--- src/rtl/emblem_sequencer_pkg.sv ---
// Shared definitions for the emblem sequencer.
// Contents:
//   state_e          sequencer state encoding (IDLE..FADE_OUT, codes 5-7 unused)
//   LIMIT_X/LIMIT_Y  bounce offset limits in pixels
//   IDLE_FRAMES      frames spent in IDLE before fading in
//   CNT_W            width of the shared frame counter
//   bayer_threshold  4x4 ordered-dither threshold lookup
package emblem_sequencer_pkg;

  typedef enum logic [2:0] {
    ST_IDLE     = 3'd0,
    ST_FADE_IN  = 3'd1,
    ST_HOLD     = 3'd2,
    ST_BOUNCE   = 3'd3,
    ST_FADE_OUT = 3'd4
  } state_e;

  localparam int LIMIT_X     = 80;
  localparam int LIMIT_Y     = 40;
  localparam int IDLE_FRAMES = 60;
  localparam int CNT_W       = 16;

  localparam logic [3:0] LEVEL_MAX = 4'd15;

  // Index is {y[1:0], x[1:0]}: row-major 4x4 Bayer matrix.
  function automatic logic [3:0] bayer_threshold(input logic [3:0] idx);
    logic [3:0] thr;
    case (idx)
      4'd0:    thr = 4'd0;
      4'd1:    thr = 4'd8;
      4'd2:    thr = 4'd2;
      4'd3:    thr = 4'd10;
      4'd4:    thr = 4'd12;
      4'd5:    thr = 4'd4;
      4'd6:    thr = 4'd14;
      4'd7:    thr = 4'd6;
      4'd8:    thr = 4'd3;
      4'd9:    thr = 4'd11;
      4'd10:   thr = 4'd1;
      4'd11:   thr = 4'd9;
      4'd12:   thr = 4'd15;
      4'd13:   thr = 4'd7;
      4'd14:   thr = 4'd13;
      default: thr = 4'd5;
    endcase
    return thr;
  endfunction

endpackage

--- src/rtl/emblem_sequencer_bounce_axis.sv ---
// One bouncing offset axis.
// Ports:
//   clk, reset  pixel clock, synchronous active-high reset
//   clear_i     return offset to 0 and velocity to +1
//   step_i      advance offset by the current velocity (one frame)
//   off_o       signed offset, always within [-LIMIT, +LIMIT]
module bounce_axis #(
  parameter int LIMIT = 80
) (
  input  logic              clk,
  input  logic              reset,
  input  logic              clear_i,
  input  logic              step_i,
  output logic signed [9:0] off_o
);

  localparam logic signed [9:0] POS_LIM = 10'(LIMIT);
  localparam logic signed [9:0] NEG_LIM = -POS_LIM;

  logic signed [9:0] off_q, off_d, off_nxt;
  logic              vel_neg_q, vel_neg_d;  // 1: moving toward -LIMIT

  assign off_nxt = off_q + (vel_neg_q ? -10'sd1 : 10'sd1);

  always_comb begin
    off_d     = off_q;
    vel_neg_d = vel_neg_q;
    if (clear_i) begin
      off_d     = '0;
      vel_neg_d = 1'b0;
    end else if (step_i) begin
      off_d = off_nxt;
      // Turn around on the frame the limit is reached so it is never passed.
      if (off_nxt == POS_LIM)      vel_neg_d = 1'b1;
      else if (off_nxt == NEG_LIM) vel_neg_d = 1'b0;
    end
  end

  always_ff @(posedge clk) begin
    if (reset) begin
      off_q     <= '0;
      vel_neg_q <= 1'b0;
    end else begin
      off_q     <= off_d;
      vel_neg_q <= vel_neg_d;
    end
  end

  assign off_o = off_q;

endmodule

--- src/rtl/emblem_sequencer.sv ---
// Emblem show sequencer: IDLE -> FADE_IN -> HOLD -> BOUNCE -> FADE_OUT -> IDLE.
// Fades the emblem with 4x4 ordered dither and bounces its position.
// Ports:
//   clk, reset          pixel clock, synchronous active-high reset
//   frame_start         one-cycle pulse per frame; paces all sequencing
//   btn_next            one-cycle pulse; jumps to the next state at once
//   x, y                current raster position
//   emblem_x, emblem_y  raster position translated by the bounce offset
//   emblem_draw_in      draw flag from the emblem overlay
//   emblem_gate         draw flag qualified by state and fade dither
//   state_o             current state code (debug)
module emblem_sequencer
  import emblem_sequencer_pkg::*;
#(
  parameter int HOLD_FRAMES      = 120,
  parameter int FADE_STEP_FRAMES = 4,
  parameter int BOUNCE_FRAMES    = 600
) (
  input  logic       clk,
  input  logic       reset,
  input  logic       frame_start,
  input  logic       btn_next,
  input  logic [9:0] x,
  input  logic [9:0] y,
  output logic [9:0] emblem_x,
  output logic [9:0] emblem_y,
  input  logic       emblem_draw_in,
  output logic       emblem_gate,
  output logic [2:0] state_o
);

  state_e             state_q, state_d;
  logic [CNT_W-1:0]   cnt_q, cnt_d;
  logic [3:0]         level_q, level_d;
  logic               step, clear_off;
  logic signed [9:0]  off_x, off_y;
  logic [3:0]         threshold;

  always_comb begin
    state_d   = state_q;
    cnt_d     = cnt_q;
    level_d   = level_q;
    step      = 1'b0;
    clear_off = 1'b0;
    if (state_q > ST_FADE_OUT) begin
      // Unused codes recover immediately, not on the next frame.
      state_d   = ST_IDLE;
      cnt_d     = '0;
      level_d   = '0;
      clear_off = 1'b1;
    end else if (btn_next) begin
      cnt_d = '0;
      case (state_q)
        ST_IDLE:     state_d = ST_FADE_IN;
        ST_FADE_IN:  begin state_d = ST_HOLD; level_d = LEVEL_MAX; end
        ST_HOLD:     state_d = ST_BOUNCE;
        ST_BOUNCE:   state_d = ST_FADE_OUT;
        default: begin
          state_d   = ST_IDLE;
          level_d   = '0;
          clear_off = 1'b1;
        end
      endcase
    end else if (frame_start) begin
      cnt_d = cnt_q + CNT_W'(1);
      case (state_q)
        ST_IDLE: begin
          level_d = '0;
          if (cnt_q == CNT_W'(IDLE_FRAMES - 1)) begin
            state_d = ST_FADE_IN;
            cnt_d   = '0;
          end
        end
        ST_FADE_IN: begin
          if (cnt_q == CNT_W'(FADE_STEP_FRAMES - 1)) begin
            cnt_d   = '0;
            level_d = level_q + 4'd1;
            if (level_q >= 4'd14) state_d = ST_HOLD;
          end
        end
        ST_HOLD: begin
          level_d = LEVEL_MAX;
          if (cnt_q == CNT_W'(HOLD_FRAMES - 1)) begin
            state_d = ST_BOUNCE;
            cnt_d   = '0;
          end
        end
        ST_BOUNCE: begin
          step = 1'b1;
          if (cnt_q == CNT_W'(BOUNCE_FRAMES - 1)) begin
            state_d = ST_FADE_OUT;
            cnt_d   = '0;
          end
        end
        default: begin  // ST_FADE_OUT
          if (cnt_q == CNT_W'(FADE_STEP_FRAMES - 1)) begin
            cnt_d = '0;
            if (level_q <= 4'd1) begin
              level_d   = '0;
              state_d   = ST_IDLE;
              clear_off = 1'b1;
            end else begin
              level_d = level_q - 4'd1;
            end
          end
        end
      endcase
    end
  end

  always_ff @(posedge clk) begin
    if (reset) begin
      state_q <= ST_IDLE;
      cnt_q   <= '0;
      level_q <= '0;
    end else begin
      state_q <= state_d;
      cnt_q   <= cnt_d;
      level_q <= level_d;
    end
  end

  bounce_axis #(.LIMIT(LIMIT_X)) u_axis_x (
    .clk     (clk),
    .reset   (reset),
    .clear_i (clear_off),
    .step_i  (step),
    .off_o   (off_x)
  );

  bounce_axis #(.LIMIT(LIMIT_Y)) u_axis_y (
    .clk     (clk),
    .reset   (reset),
    .clear_i (clear_off),
    .step_i  (step),
    .off_o   (off_y)
  );

  // Modulo-1024 translation; wrap-around is intended.
  assign emblem_x = x - off_x;
  assign emblem_y = y - off_y;

  assign threshold   = bayer_threshold({y[1:0], x[1:0]});
  assign emblem_gate = emblem_draw_in && (state_q != ST_IDLE) &&
                       (state_q <= ST_FADE_OUT) && (level_q > threshold);
  assign state_o     = state_q;

endmodule

--- config.mk ---
export PLATFORM = sky130hd
export DESIGN_NAME = emblem_sequencer
export DESIGN_NICKNAME = d
export VERILOG_FILES = /design/src/rtl/emblem_sequencer_pkg.sv /design/src/rtl/emblem_sequencer_bounce_axis.sv /design/src/rtl/emblem_sequencer.sv
export SDC_FILE = /design/constraint.sdc
export NUM_CORES = 1
export LEC_CHECK = 0
export CAP_MARGIN = 30
export CELL_PAD_IN_SITES_DETAIL_PLACEMENT = 1
export CELL_PAD_IN_SITES_GLOBAL_PLACEMENT = 1
export CORE_ASPECT_RATIO = 1.25
export CORE_MARGIN = 4
export CORE_UTILIZATION = 40
export CTS_BUF_LIST = sky130_fd_sc_hd__clkbuf_4 sky130_fd_sc_hd__clkbuf_8
export DETAILED_ROUTE_END_ITERATION = 8
export GPL_TIMING_DRIVEN = 0
export PLACE_DENSITY_LB_ADDON = 0.1
export SLEW_MARGIN = 10
export SYNTH_ARGS = -nofsm -noshare
export SYNTH_HDL_FRONTEND = slang
export SYNTH_SLANG_ARGS = --single-unit
--- constraint.sdc ---
create_clock -name clk -period 3.25 [get_ports clk]
set_clock_uncertainty 0.1 [all_clocks]
set_input_delay 0.65 -clock clk [delete_from_list [all_inputs] [get_ports clk]]
set_output_delay 0.65 -clock clk [all_outputs]
set_load 0.02 [all_outputs]
==> summary.txt <==
Placement
  • Final HPWL DP: 8110 µm
  • Pre-CTS WS: -1.10 ns
  • Placed standard-cell area: 4610 µm²
  • Placer congestion estimate: approximately 0.8
  • Port-buffer cells: 48

Timing
  • Slew @ Worst Pin: 0.550 ns
  • Fmax: 0.314 GHz
  • Final setup viols: 0
  • Pins over their slew limit: 0
  • Slew headroom: 0.633
  • Final Hold Vio Count: 0
  • PnR worst setup slack: ~0.07 ns
  • RSZ-0062 raised after global routing: yes
  • Tcrit/Tclk final: 0.978
  • Fin Setup TNS: 0 ns
  • Clock period minus worst slack: about 3.2 ns

Pwr
  • Worst VDD drop: 0.194 mV
  • Static leakage: 1.94 nW
  • Pwr Density: 283 nW/µm²

Logic synthesis
  • Cell with the most instances after synthesis: nor2_1
  • Synth async-reset ratio: 0
  • Number of synthesized flops with an enable pin: 0
  • Cell Area, Synth: a little under 4000 µm²
  • Mapped Nets: 581
  • Synthesized flop and latch total: 45
  • Avg Cell Area, Syn: 7.83 µm²
  • Yosys top cell by area: dfxtp_1
  • Warnings from Yosys: 0
  • Synth unique cells: 57
  • Sequential-to-total area share from yosys stat: 0.227
  • Area contributors post-synth: dfxtp_1 (23%), ha_1 (14%), nor2_1 (6.2%)
  • Syn Inst Count: 507
  • Post-synth top area share: 0.227
  • Most instantiated cells after synthesis: nor2_1 (66), dfxtp_1 (45), ha_1 (45)
  • Synth Flop Type: dfxtp_1

GRT
  • Total grt overflow: 0
  • First-pass GRT wire length: 17400 µm
  • Number of global-route vias before repair: just under 4000
  • GRT Overall Usage: 0.176
  • Initial antenna violation count: 0
  • Pin count of the biggest net entering global routing: 15

Clock tree
  • Clock sink total: 45
  • Clk root buf: clkbuf_8
  • CTS tree: done
  • Hold_buf cts: 0
  • Clk Latency, worst-skew pair: 0.30 ns
  • Htree depth: 2
  • Cts bufs inserted: 5
  • Clk buf depth: 2
  • Worst-path clk slew: 0.08 ns

Worst setup path
  • WP data required: approximately 2.5 ns
  • Worst path cell trace: buf_8 -> inv_6 -> ha_4 -> fa_2 -> nor2b_2 -> o21ai_2 -> nand2b_1 -> a21o_1 -> a21o_1 -> a21o_1 -> a21oi_2 -> xnor2_1 -> buf_4
  • Crit path top cell by count: a21o_1
  • Kind of critical path: in -> out
  • CP max stage delay: ~0.21 ns
  • Slowest-stage cell, CP: fa_2
  • Setup crit end kind: output port
  • Worst Setup Start Kind: input pin
  • Max FO, Critical Path: 2
  • CP arrival: about 2.4 ns
  • Reg2Reg Depth: 9

Routing
  • Post-DR vias/cell: approximately 5.4
  • Via Count: 3736
  • Initial DRC count: 77
  • DR WL/cell: around 15 µm
  • Total wire length: ~10000 µm
  • Post-DRT Antenna Nets: 0
  • DRC errors left: 0
  • First-pass DRT Iterations: 4

Die
  • Die ar.: 11600 µm²
  • Initial Util: 0.411
  • Die Y: between 100 and 150 µm
  • # rows: 40
  • Die width: 97.1 µm
  • Core Region: 9660 µm²
  • # IOs: 49

Min path
  • Min-delay worst type: reg -> reg
  • Hold path cells: 2

Status
  • Status: completed

Final layout
  • Area growth, synth to finish: 21.8%
  • Design Area, Final: 4840 µm²
  • # diodes: 0
  • Layout Utilization: 0.501
  • Layout cells sized above 1: 0.127
  • Final nets: 642
  • # fillers: 1205

Job
  • Max-Cap Viols: 0
path summary, 6_finish.rpt:
| path | slack, ns | startpoint | endpoint |
|---|---|---|---|
| min | 0.40 | u_axis_x.off_o[6] | u_axis_x.off_o[6] |
| max reg2reg | 0.30 | u_axis_x.vel_neg_q | u_axis_x.vel_neg_q |
| min reg2reg | 0.40 | u_axis_x.off_o[6] | u_axis_x.off_o[6] |
| max | 0.07 | x[0] | emblem_x[8] |
logic make-up (layout without fill, tap and decap cells):
kind of cell    count (synthesis)  in the layout  synth area share
simple gates                  195            195             0.239
mux                             2              2           0.00504
buf+inv                        50            112            0.0630
compound gates                116            116             0.193
fa+ha+maj                      49             49             0.162
xor+xnor                       50             50             0.110
flops                          45             45             0.227
critical path, delay by kind of cell:
family          cells  cell delay, ns
fa+ha+maj           2            0.34
simple gates        2            0.15
xor+xnor            1            0.13
buf+inv             3            0.31
compound gates      5            0.84
flip-flops by register name, indices dropped and copies added, names as in the netlist:
| register | cells |
|---|---|
| u_axis_x.vel_neg_q | 1 |
| level_q | 4 |
| u_axis_y.vel_neg_q | 1 |
| u_axis_x.off_o | 10 |
| u_axis_y.off_o | 10 |
| state_o | 3 |
| cnt_q | 16 |
area by class of cell:
type                    instances  area [µm²]  share of cell area
inverters                      35         136              0.0282
clock inverters                 1        8.76             0.00181
multi-input cells             412        2930               0.607
well taps                     126         158              0.0326
repair buffers                 54         480              0.0993
plain buffers                  15         119              0.0246
flip-flops and latches         45         905               0.187
clock buffers                   7        96.3              0.0199
cell usage in the layout, fill, tap and decap left out, types with 3 or more instances in the layout:
| master | instances |
|---|---|
| nor2_1 | 66 |
| nand2_1 | 42 |
| dfxtp_1 | 42 |
| ha_1 | 40 |
| a21oi_1 | 35 |
| inv_1 | 33 |
| clkdlybuf4s50_1 | 28 |
| xor2_1 | 25 |
| xnor2_1 | 25 |
| nor3_1 | 19 |
| o21ai_0 | 18 |
| a21o_1 | 12 |
| clkbuf_8 | 12 |
| nand3_1 | 12 |
| nand4_1 | 11 |
| a211oi_1 | 10 |
| nand2b_1 | 10 |
| buf_4 | 8 |
| and3_1 | 6 |
| clkbuf_1 | 6 |
| buf_2 | 6 |
| dlygate4sd2_1 | 6 |
| nor2b_1 | 5 |
| o21ai_2 | 5 |
| nand3b_1 | 5 |
| ha_4 | 5 |
| o21ai_1 | 4 |
| o211ai_1 | 4 |
| or3_1 | 4 |
| clkbuf_2 | 4 |
| a21boi_2 | 3 |
| a21oi_2 | 3 |
| nor2b_2 | 3 |
| o21a_1 | 3 |
| dfxtp_2 | 3 |
metal layers:
layer	routed length, µm	vias to the layer above	GRT usage
met1	4300	1805	0.194
met4	155	0	0.0421
met5	0	-	0
li1	-	1890	-
met3	148	13	0.0217
met2	5660	28	0.349
repair_timing:
action / 4_1_cts / 5_1_grt
endpoints found under the setup margin: 19 / 11
pin swaps: 15 / 11
gates resized for setup: 72 / 27
buffers inserted: 1 / 4
metrics by stage:
| stage | total power [mW] | hold WS, ns | instances |
|---|---|---|---|
| 2_1_floorplan | 0.836 | 0.354 | 507 |
| 3_3_place_gp | 0.975 | 0.376 | 681 |
| 3_5_place_dp | 0.984 | 0.387 | 681 |
| 4_1_cts | 1.38 | 0.400 | 690 |
| 5_1_grt | 1.46 | 0.429 | 695 |
| 6_report | 1.37 | 0.395 | 695 |
where the power goes:
group	leakage [nW]	switching (mW)	internal (mW)	total, mW
combinational	1.52	0.207	0.181	0.387
sequential	0.365	0.0243	0.563	0.587
clock	0.0549	0.196	0.196	0.393
Note: power is estimated with default switching activity, not from simulation.
